--- src/rtl/audio_buf_pkg.sv ---
// Shared state encoding and width constants for the audio delay scheduler.
// Latency: none (types and constants only).
// Backpressure: none (types and constants only).
package audio_buf_pkg;

  localparam int DATA_W       = 16;
  localparam int ADDR_W_DEF   = 26;
  localparam int BUF_LOG2_DEF = 20;

  typedef enum logic [2:0] {
    ST_CLEAR,
    ST_IDLE,
    ST_WRITE,
    ST_READ,
    ST_DONE
  } state_e;

endpackage

--- src/rtl/audio_delay_sched.sv ---
// SDRAM-backed circular audio delay line: write each sample, read it back delayed, over one Avalon master.
// Latency: 4 cycles from sample_valid to sample_out_valid, plus one per waitrequest=1 cycle.
// Backpressure: Avalon waitrequest stalls the FSM; samples arriving while busy are dropped and set sticky overrun.
// Build option SDRAM_CLEAR_EN: zero the whole buffer after reset before accepting samples.
module audio_delay_sched
  import audio_buf_pkg::*;
#(
  parameter int                ADDR_W    = ADDR_W_DEF,
  parameter int                BUF_LOG2  = BUF_LOG2_DEF,
  parameter logic [ADDR_W-1:0] BASE_ADDR = '0
) (
  input  logic                de10_clk_clk,
  input  logic                avalon_reset_reset,
  input  logic                sample_valid,
  input  logic [DATA_W-1:0]   sample_in,
  input  logic [BUF_LOG2-1:0] delay_words,
  output logic [DATA_W-1:0]   sample_out,
  output logic                sample_out_valid,
  output logic                busy,
  output logic                overrun,
  output logic [ADDR_W-1:0]   master_controller_address,
  output logic                master_controller_read,
  output logic                master_controller_write,
  output logic [DATA_W-1:0]   master_controller_writedata,
  input  logic                master_controller_waitrequest,
  input  logic [DATA_W-1:0]   master_controller_readdata
);

  state_e              state_q;
  logic                pend_q;
  logic                busy_q;
  logic                overrun_q;
  logic [BUF_LOG2-1:0] wr_ptr_q;
  logic [BUF_LOG2-1:0] delay_q;
  logic [DATA_W-1:0]   sample_q;
  logic [ADDR_W-1:0]   address_q;
  logic                read_q;
  logic                write_q;
  logic [DATA_W-1:0]   writedata_q;
  logic [DATA_W-1:0]   sample_out_q;
  logic                sample_out_valid_q;

  logic [BUF_LOG2-1:0] wr_ptr_d;
  logic [BUF_LOG2-1:0] rd_ptr_d;
  logic [ADDR_W-1:0]   wr_addr_d;
  logic [ADDR_W-1:0]   rd_addr_d;
  logic [ADDR_W-1:0]   nxt_addr_d;
  logic                drop_d;

  // Pointer arithmetic wraps naturally in BUF_LOG2 bits, so every address stays inside the buffer.
  // delay_words is already BUF_LOG2 bits wide, so it can never exceed BUF_WORDS-1 and needs no clamp.
  always_comb begin
    wr_ptr_d   = wr_ptr_q + 1'b1;
    rd_ptr_d   = wr_ptr_q - delay_q;
    wr_addr_d  = BASE_ADDR + ADDR_W'(wr_ptr_q);
    rd_addr_d  = BASE_ADDR + ADDR_W'(rd_ptr_d);
    nxt_addr_d = BASE_ADDR + ADDR_W'(wr_ptr_d);
    drop_d     = sample_valid && ((state_q != ST_IDLE) || pend_q);
  end

  // Main FSM with registered Avalon and sample outputs; reset aborts any in-flight transfer.
  always_ff @(posedge de10_clk_clk or posedge avalon_reset_reset) begin
    if (avalon_reset_reset) begin
`ifdef SDRAM_CLEAR_EN
      state_q <= ST_CLEAR;
      busy_q  <= 1'b1;
`else
      state_q <= ST_IDLE;
      busy_q  <= 1'b0;
`endif
      pend_q             <= 1'b0;
      overrun_q          <= 1'b0;
      wr_ptr_q           <= '0;
      delay_q            <= '0;
      sample_q           <= '0;
      address_q          <= '0;
      read_q             <= 1'b0;
      write_q            <= 1'b0;
      writedata_q        <= '0;
      sample_out_q       <= '0;
      sample_out_valid_q <= 1'b0;
    end else begin
      sample_out_valid_q <= 1'b0;
      if (drop_d) begin
        overrun_q <= 1'b1;
      end
      case (state_q)
`ifdef SDRAM_CLEAR_EN
        ST_CLEAR: begin
          // First cycle raises the write; afterwards each accepted write advances to the next word.
          if (!write_q) begin
            write_q     <= 1'b1;
            address_q   <= wr_addr_d;
            writedata_q <= '0;
          end else if (!master_controller_waitrequest) begin
            wr_ptr_q <= wr_ptr_d;
            if (&wr_ptr_q) begin
              write_q <= 1'b0;
              busy_q  <= 1'b0;
              state_q <= ST_IDLE;
            end else begin
              address_q <= nxt_addr_d;
            end
          end
        end
`endif
        ST_IDLE: begin
          // Accept edge latches sample and delay; the following edge launches the write.
          if (pend_q) begin
            pend_q      <= 1'b0;
            write_q     <= 1'b1;
            address_q   <= wr_addr_d;
            writedata_q <= sample_q;
            busy_q      <= 1'b1;
            state_q     <= ST_WRITE;
          end else if (sample_valid) begin
            sample_q <= sample_in;
            delay_q  <= delay_words;
            pend_q   <= 1'b1;
          end
        end
        ST_WRITE: begin
          if (!master_controller_waitrequest) begin
            write_q   <= 1'b0;
            read_q    <= 1'b1;
            address_q <= rd_addr_d;
            state_q   <= ST_READ;
          end
        end
        ST_READ: begin
          if (!master_controller_waitrequest) begin
            read_q             <= 1'b0;
            sample_out_q       <= master_controller_readdata;
            sample_out_valid_q <= 1'b1;
            state_q            <= ST_DONE;
          end
        end
        ST_DONE: begin
          wr_ptr_q <= wr_ptr_d;
          busy_q   <= 1'b0;
          state_q  <= ST_IDLE;
        end
        default: begin
          state_q <= ST_IDLE;
        end
      endcase
    end
  end

  assign sample_out                  = sample_out_q;
  assign sample_out_valid            = sample_out_valid_q;
  assign busy                        = busy_q;
  assign overrun                     = overrun_q;
  assign master_controller_address   = address_q;
  assign master_controller_read      = read_q;
  assign master_controller_write     = write_q;
  assign master_controller_writedata = writedata_q;

endmodule
--- config.mk ---
export PLATFORM = sky130hd
export DESIGN_NAME = audio_delay_sched
export DESIGN_NICKNAME = d
export VERILOG_FILES = /design/src/rtl/audio_buf_pkg.sv /design/src/rtl/audio_delay_sched.sv
export SDC_FILE = /design/constraint.sdc
export NUM_CORES = 1
export LEC_CHECK = 0
export BUFFER_PORTS_ARGS = -buffer_cell sky130_fd_sc_hd__buf_4
export CELL_PAD_IN_SITES_DETAIL_PLACEMENT = 0
export CELL_PAD_IN_SITES_GLOBAL_PLACEMENT = 1
export CORE_ASPECT_RATIO = 1.5
export CORE_MARGIN = 5
export CORE_UTILIZATION = 39
export CTS_CLUSTER_DIAMETER = 100
export DETAILED_ROUTE_END_ITERATION = 10
export PLACE_DENSITY_LB_ADDON = 0.08
export SLEW_MARGIN = 10
export SYNTH_ARGS = -nofsm -noshare
export SYNTH_HDL_FRONTEND = slang
export SYNTH_SLANG_ARGS = --single-unit
--- constraint.sdc ---
create_clock -name de10_clk_clk -period 3 [get_ports de10_clk_clk]
set_input_delay 0 -clock de10_clk_clk [delete_from_list [all_inputs] [get_ports de10_clk_clk]]
set_output_delay 0 -clock de10_clk_clk [all_outputs]
set_load 0.05 [all_outputs]
# ---- Word-level counts from Yosys, hierarchy flattened
# Index checks and enable logic that the tools add are counted.
dict set report totals {
  regBits 123
  in_bits 56
  output_inout_bits 63
}
dict set report op_classes {
  add_sub_neg 2
  n_eq_ne 8
  muxes 17
  bitwise_logic 2
  reduce_logical 12
}
# cell n
set ops {}
lappend ops {{26-bit two-way mux} 2}
lappend ops {{26-bit case mux with 2 select lines} 1}
lappend ops {{20-bit by 1-bit adder with 20-bit output, second input constant} 1}
lappend ops {{20-bit subtractor} 1}
lappend ops {{3-bit AND reduction} 4}
lappend ops {{3-bit two-way mux} 3}
lappend ops {{3-bit case mux with 3 select lines} 1}
lappend ops {{1-bit two-way mux} 7}
lappend ops {{3-bit by 2-bit == test with 1-bit output, second input constant} 2}
lappend ops {{2-bit inequality test, second input constant} 3}
lappend ops {{1-bit case mux with 2 select lines} 3}
lappend ops {{2-bit AND reduction} 3}
lappend ops {{2-bit nonzero test} 3}
lappend ops {{3-bit by 1-bit == test with 1-bit output, second input constant} 1}
lappend ops {{3-bit == test, second input constant} 1}
lappend ops {{3-bit by 1-bit inequality test with 1-bit output, second input constant} 1}
lappend ops {{1-bit inverter} 2}
lappend ops {{1-bit logical AND} 1}
lappend ops {{1-bit logical OR} 1}

# ---- Depth between registers and ports, before layout
# Gate-level depths: netlist of run 1.
dict set report depth {
  word_depth 3
  mapped_depth 11
  mapped_depth_nobuf 11
}

# ---- Worst setup path after synthesis of run 1
# Ideal clock, no wire load.
dict set report synth_path {
  path_kind {register to register}
  startpoint {register wr_ptr_q[0]}
  endpoint {register address_q[18] (netlist: master_controller_address[18])}
  setup_ps 127
  arrival_time_ps 2334
  setup_slack_ps 539
  path_stages_with_launch 12
  period_less_slack_ps 2461
  cell_sequence {dfrtp_1 inv_1 ha_1 inv_1 fa_1 a211oi_1 o21bai_1 a21oi_1 o211ai_1 a31oi_1 xor2_1 o22ai_1}
}
dict set report synth_via {
  elab_chain_len 3
}
# element line_no
set synth_lines {}
lappend synth_lines {{from (decl)} audio_delay_sched.sv:33} ;# logic [BUF_LOG2-1:0] wr_ptr_q;
lappend synth_lines {{from (signal assigned)} audio_delay_sched.sv:139} ;# wr_ptr_q <= wr_ptr_d;
lappend synth_lines {{20-bit subtractor} audio_delay_sched.sv:54} ;# rd_ptr_d = wr_ptr_q - delay_q;
lappend synth_lines {{26-bit two-way mux} audio_delay_sched.sv:123} ;# if (!master_controller_waitrequest) begin
lappend synth_lines {{26-bit case mux with 2 select lines} audio_delay_sched.sv:87} ;# case (state_q)
lappend synth_lines {{to (signal assigned)} audio_delay_sched.sv:112} ;# address_q <= wr_addr_d;
lappend synth_lines {{to (signal assigned)} audio_delay_sched.sv:126} ;# address_q <= rd_addr_d;
lappend synth_lines {{to (decl)} audio_delay_sched.sv:36} ;# logic [ADDR_W-1:0] address_q;
# No other way between the ends. The select of a mux whose other input is x is not followed.
# A chain may end at the register's enable or synchronous reset.

# ---- Worst setup path in the final report of run 1
# Ends and elaborated chain as after synthesis.

==> flow_summary.json, run 1 <==
{
  "p_leak_uw": 0.003758,
  "synth_top_area_share_pct": 50.93,
  "ys_top_cells_by_area": "dfrtp_1 51%, mux2_2 14%, ha_1 4.4%",
  "drcViolationCount": 0,
  "port_buffers": 112,
  "hold_viol": 0,
  "cts.sinks": 117,
  "regToRegSetupSlack_ns": 0.26,
  "powerDensity_nw_per_um2": 1114,
  "root_buffer": "clkbuf_16",
  "firstDrtPassIters": 4,
  "peakVddDrop_uv": 647.0,
  "first_global_vias": 4627,
  "avgSynthCellArea_um2": 11.22,
  "syn_to_final_growth_pct": 40.13,
  "drt_wl_total_um": 13960,
  "place_congestion": 0.8341,
  "fin_crit_sh_pct": 91.49,
  "critPathKind": "reg2reg",
  "multi_input_area_um2": 2542,
  "vias_per_cell": 4.851,
  "cts_max_level": 4,
  "ant_nets": 0,
  "n_fill_cell": 1328,
  "final_cell_area_um2": 7986,
  "cts_resized": 0,
  "drv_slew": 0,
  "fp.dieW_um": 108.7,
  "io_pins": 119,
  "drive_gt1_share_pct": 34.05,
  "ys_seq_area_share_pct": 51.39,
  "avgRoutedWirePerCell_um": 15.54,
  "cts_made_buffers": 17,
  "drv_cap": 0,
  "regArea_um2": 2929,
  "netlist_area_um2": 5699,
  "rsz0062_at_grt": "false",
  "dpl-instance-area_um2": 6788,
  "worst_slew_pin_slew_ns": 0.5427,
  "drt_iter0_drc": 67,
  "required_ns": 3.27,
  "grt_max_degree": 79,
  "fin_setup_tns_ns": 0,
  "clk_pin_slew_ns": 0.05,
  "grt_pass1_wl_um": 22710,
  "synth_edf_count": 0,
  "synth_top_area_cell": "dfrtp_1",
  "die_y_um": 158.1,
  "insertedDiodeCount": 0,
  "synth_cell_types": 51,
  "r2r_end": "master_controller_address[18]$_DFFE_PP0P_",
  "yosys_warnings": 0,
  "status": "finished, final reports clean",
  "synth_ff_type": "dfrtp_1",
  "cts_tree": "done",
  "dp_hpwl_um": 9818,
  "fin_crit_ns": 2.745,
  "die-area_um2": 17180,
  "skew_ns": 0.008731,
  "r2r_start": "wr_ptr_q[0]$_DFFE_PP0P_",
  "fmax_mhz": 364.3,
  "r2r_cells": 11,
  "row_count": 54,
  "synth-seq-cells": 117,
  "clockBufferDepth": 2,
  "antenna_found_initial": 0,
  "start_util_pct": 39.42,
  "insertion_delay_ns": 0.41,
  "vias": 4356,
  "synthArstFlopShare_pct": 100.0,
  "grt_overflow_total": 0,
  "groute.usage.overall_pct": 17.10,
  "relSlewSlack_pct": 63.72,
  "critPathArrivalTime_ns": 3.01,
  "finalSetupViolations": 0,
  "crit_fanout": 5,
  "core_area_um2": 14460,
  "start_kind": "flop",
  "nets": 769,
  "hp-class": "in2async",
  "synthCells": 508,
  "crit_path_end_kind": "flop"
}
==> placed cells by master, fill, tap and decap left out, types with 3 or more instances in the layout <==
| cell type | instances |
|---|---|
| clkinvlp_4 | 3 |
| o22ai_1 | 6 |
| bufinv_16 | 6 |
| inv_1 | 29 |
| or3_1 | 4 |
| xnor2_1 | 21 |
| buf_4 | 124 |
| ha_1 | 20 |
| conb_1 | 6 |
| a211oi_1 | 4 |
| nand4_1 | 7 |
| nand2_1 | 42 |
| o21ai_0 | 24 |
| o211ai_1 | 3 |
| a21o_1 | 6 |
| nand2b_1 | 5 |
| dlygate4sd3_1 | 55 |
| or2_2 | 3 |
| and3_1 | 8 |
| a31oi_1 | 6 |
| dfrtp_1 | 116 |
| nor3_1 | 3 |
| a21oi_1 | 29 |
| nand3_1 | 9 |
| xor2_1 | 12 |
| clkbuf_16 | 17 |
| nor2_1 | 30 |
| mux2_2 | 69 |
==> cell usage after synthesis, types with 2 or more instances <==
master and count:
and2_1 2, dfrtp_1 116, xor2_1 12, o31a_1 2
nand2b_1 5, o31ai_1 2, o22ai_1 6, nand4_1 7
clkbuf_1 5, nor3_1 3, buf_2 5, nor2_1 30
or3_1 4, xnor2_1 21, inv_1 30, nand2_1 42
o21ai_0 24, a211oi_1 4, buf_6 3, nand2_2 2
ha_1 20, a31oi_1 6, buf_4 7, mux2_2 69
and3_1 8, a21oi_1 29, nand3_1 9, or2_2 3
o21bai_1 2, o211ai_1 3, o21a_1 2, a21o_1 6
==> how the worst max path moves through the flow <==
| stage | startpoint | endpoint | slack, ns | cells after the start |
|---|---|---|---|---|
| finish | wr_ptr_q[0]$_DFFE_PP0P_ | master_controller_address[18]$_DFFE_PP0P_ | 0.26 | 11 |
| global placement | wr_ptr_q[0]$_DFFE_PP0P_ | master_controller_address[18]$_DFFE_PP0P_ | 0.31 | 11 |
| CTS | wr_ptr_q[0]$_DFFE_PP0P_ | master_controller_address[18]$_DFFE_PP0P_ | 0.24 | 11 |
| floorplan | wr_ptr_q[0]$_DFFE_PP0P_ | master_controller_address[18]$_DFFE_PP0P_ | 0.54 | 11 |
| detailed placement | wr_ptr_q[0]$_DFFE_PP0P_ | master_controller_address[18]$_DFFE_PP0P_ | 0.26 | 11 |
| global route | wr_ptr_q[0]$_DFFE_PP0P_ | master_controller_address[14]$_DFFE_PP0P_ | 0.08 | 11 |
==> power breakdown <==
part | internal [uW] | switching, uW
Combinational | 1550 | 2480
Sequential | 2240 | 371
Clock | 1560 | 695
Total | 5350 | 3550
==> routing by layer <==
layer | vias up | global-route usage [%] | wire [um]
li1 | 2126 | - | -
met2 | 95 | 30.06 | 7412
met5 | - | 0 | 0
met4 | 0 | 6.077 | 231
met3 | 18 | 5.508 | 709
met1 | 2117 | 19.32 | 5603
==> what timing repair did <==
action                                 CTS  global route
endpoints found under the hold margin  174             0
setup endpoints to repair                0             0
hold buffers                            55             0
buffers inserted                         0             0
==> kinds of logic (layout without fill, tap and decap cells) <==
group | count (synthesis) | after routing | synth area share (%)
simple gates | 120 | 120 | 9.967
buf+inv | 51 | 240 | 4.325
xor+xnor | 33 | 33 | 5.071
fa+ha+maj | 21 | 21 | 4.742
mux | 69 | 69 | 13.63
other cells | 1 | 6 | 0.06580
compound gates | 96 | 96 | 10.80
flops | 117 | 117 | 51.39
==> stage by stage <==
stage               cells  power [uW]  hold slack [ns]  setup WS (ns)  util [%]
finish                898        8895           0.2685         0.2553     55.24
floorplan             513        5511           0.1303         0.5390         -
global route          898        9436           0.3255        0.08354     55.24
global placement      814        6588           0.1713         0.3073     46.95
detailed placement    814        6646           0.1708         0.2581     46.95
CTS                   898        9019           0.2871         0.2409     55.24
==> registers in the layout, summed over array words and instances (netlist names), 3 cells and up <==
register,flops
master_controller_writedata,16
delay_q,20
wr_ptr_q,20
master_controller_address,20
sample_out,16
state_q,3
sample_q,16
==> area by class of cell <==
class | instances | share of cell area (%)
multi-input combinational | 345 | 31.83
tap | 196 | 3.071
sequential | 117 | 36.68
timing repair buffer | 180 | 18.80
inverter | 31 | 1.504
clock buffer | 19 | 5.546
clock inverter | 10 | 2.569
==> critical path, cell delays in order, from the launching register on <==
cell	delay, ns
dfrtp_1	0.42
inv_1	0.11
ha_1	0.17
inv_1	0.06
fa_1	0.42
a211oi_1	0.29
o21bai_1	0.12
a21oi_1	0.22
o211ai_1	0.27
a31oi_1	0.25
xor2_1	0.17
o22ai_1	0.09
No activity file was read; power rests on OpenSTA's default activity.
==> inputs of run 2 (changes only) <==
--- a/config.mk
+++ b/config.mk
@@ -10,8 +10,9 @@
 export CELL_PAD_IN_SITES_GLOBAL_PLACEMENT = 1
 export CORE_ASPECT_RATIO = 1.5
 export CORE_MARGIN = 5
-export CORE_UTILIZATION = 39
+export CORE_UTILIZATION = 43
 export CTS_CLUSTER_DIAMETER = 100
+export CTS_CLUSTER_SIZE = 24
 export DETAILED_ROUTE_END_ITERATION = 10
 export PLACE_DENSITY_LB_ADDON = 0.08
 export SLEW_MARGIN = 10
==> constraint.sdc (replaced) <==
create_clock -name de10_clk_clk -period 3.08 [get_ports de10_clk_clk]
set_input_delay 0 -clock de10_clk_clk [delete_from_list [all_inputs] [get_ports de10_clk_clk]]
set_output_delay 0 -clock de10_clk_clk [all_outputs]
set_load 0.05 [all_outputs]
==> flow_summary.json, run 2 (synthesis results as in run 1) <==
{
  "place_congestion": 0.8585,
  "cts_resized": 0,
  "first_global_vias": 4805,
  "die_y_um": 151,
  "hp-class": "in2async",
  "nets": 766,
  "grt_max_degree": 118,
  "clk_pin_slew_ns": 0.06,
  "skew_ns": 0.009347,
  "drt_iter0_drc": 107,
  "finalSetupViolations": 0,
  "drv_cap": 0,
  "io_pins": 119,
  "dp_hpwl_um": 9554,
  "mostFrequentLayoutCell": "buf_4",
  "syn_to_final_growth_pct": 39.17,
  "fin_setup_tns_ns": 0,
  "fp.dieW_um": 104,
  "core_area_um2": 13020,
  "fmax_mhz": 358.9,
  "vias_per_cell": 5.100,
  "status": "finished, final reports clean",
  "drive_gt1_share_pct": 34.09,
  "r2r_end": "master_controller_address[18]$_DFFE_PP0P_",
  "grt_pass1_wl_um": 23490,
  "p_leak_uw": 0.003754,
  "drcViolationCount": 0,
  "groute.usage.overall_pct": 18.60,
  "required_ns": 3.35,
  "drt_wl_total_um": 14110,
  "cts_made_buffers": 17,
  "firstDrtPassIters": 4,
  "drv_slew": 0,
  "relSlewSlack_pct": 56.31,
  "final_cell_area_um2": 7931,
  "fin_crit_sh_pct": 90.46,
  "crit_path_end_kind": "flop",
  "cts_tree": "done",
  "hold_viol": 0,
  "fin_crit_ns": 2.786,
  "final_cell_mix": "120 x buf_4, 116 x dfrtp_1, 69 x mux2_2, 55 x dlygate4sd3_1, 42 x nand2_1",
  "root_buffer": "clkbuf_16",
  "regArea_um2": 2929,
  "row_count": 51,
  "antenna_found_initial": 0,
  "critPathKind": "reg2reg",
  "clockBufferDepth": 2,
  "worst_slew_pin_slew_ns": 0.6553,
  "dpl-instance-area_um2": 6731,
  "crit_fanout": 5,
  "grt_overflow_total": 0,
  "peakVddDrop_uv": 636.2,
  "ant_nets": 0,
  "r2r_cells": 11,
  "powerDensity_nw_per_um2": 1094,
  "start_kind": "flop",
  "cts_max_level": 4,
  "avgRoutedWirePerCell_um": 16.40,
  "vias": 4386,
  "start_util_pct": 43.78,
  "post-route-util_pct": 60.93,
  "insertedDiodeCount": 0,
  "rsz0062_at_grt": "false",
  "regToRegSetupSlack_ns": 0.29,
  "crit_path_start": "wr_ptr_q[0]$_DFFE_PP0P_",
  "critPathArrivalTime_ns": 3.06,
  "cts.sinks": 117,
  "port_buffers": 112,
  "r2r_start": "wr_ptr_q[0]$_DFFE_PP0P_",
  "multi_input_area_um2": 2542,
  "insertion_delay_ns": 0.41,
  "die-area_um2": 15700,
  "n_fill_cell": 1112
}
[run 2: cell type report]
| type | instances | area share, % |
|---|---|---|
| inverter | 31 | 1.514 |
| timing repair buffer | 177 | 18.80 |
| clock inverter | 14 | 2.824 |
| sequential | 117 | 36.93 |
| clock buffer | 17 | 5.364 |
| tap | 159 | 2.508 |
| multi-input combinational | 345 | 32.06 |
[run 2: worst max-delay path, stage by stage (launching register included)]
cell and delay [ns]:
dfrtp_1 0.42, inv_1 0.11, ha_1 0.17, inv_1 0.06
fa_1 0.42, a211oi_1 0.30, o21bai_1 0.12, a21oi_1 0.21
o211ai_1 0.27, a31oi_1 0.27, xor2_1 0.19, o22ai_1 0.09
[run 2: metrics by stage]
| stage | total power (uW) | hold slack [ns] | std cells | setup slack [ns] |
|---|---|---|---|---|
| floorplan | 5368 | 0.1303 | 513 | 0.6190 |
| global placement | 6411 | 0.2330 | 774 | 0.4277 |
| detailed placement | 6484 | 0.2367 | 774 | 0.3401 |
| CTS | 8765 | 0.3408 | 860 | 0.3082 |
| global route | 9183 | 0.3530 | 860 | 0.02451 |
| finish | 8674 | 0.2879 | 860 | 0.2937 |
[run 2: metal layers]
| layer | up-vias | routed length (um) | share of wire [%] | track usage [%] |
|---|---|---|---|---|
| met4 | 0 | 241 | 1.7 | 7.453 |
| met2 | 115 | 7497 | 53 | 33.11 |
| met3 | 19 | 817 | 5.8 | 5.117 |
| li1 | 2121 | - | - | - |
| met5 | - | 0 | 0 | 0 |
| met1 | 2131 | 5550 | 39 | 21.10 |
[run 2: how the worst max path moves through the flow]
stage,to,slack (ns),depth (start not counted)
global route,master_controller_address[18]$_DFFE_PP0P_,0.02,11
detailed placement,master_controller_address[18]$_DFFE_PP0P_,0.34,11
global placement,master_controller_address[18]$_DFFE_PP0P_,0.43,11
CTS,master_controller_address[18]$_DFFE_PP0P_,0.31,11
finish,master_controller_address[18]$_DFFE_PP0P_,0.29,11
floorplan,master_controller_address[18]$_DFFE_PP0P_,0.62,11
[run 2: power breakdown]
part,total [uW],switching [uW],internal (uW)
sequential,2550,371,2180
clock,2180,741,1440
combinational,3940,2430,1510
total,8670,3550,5130
[run 2: repair_timing]
action	4_1_cts	5_1_grt
hold endpoints to repair	174	0
buffers inserted	0	0
hold buffers	55	0
endpoints found under the setup margin	0	1
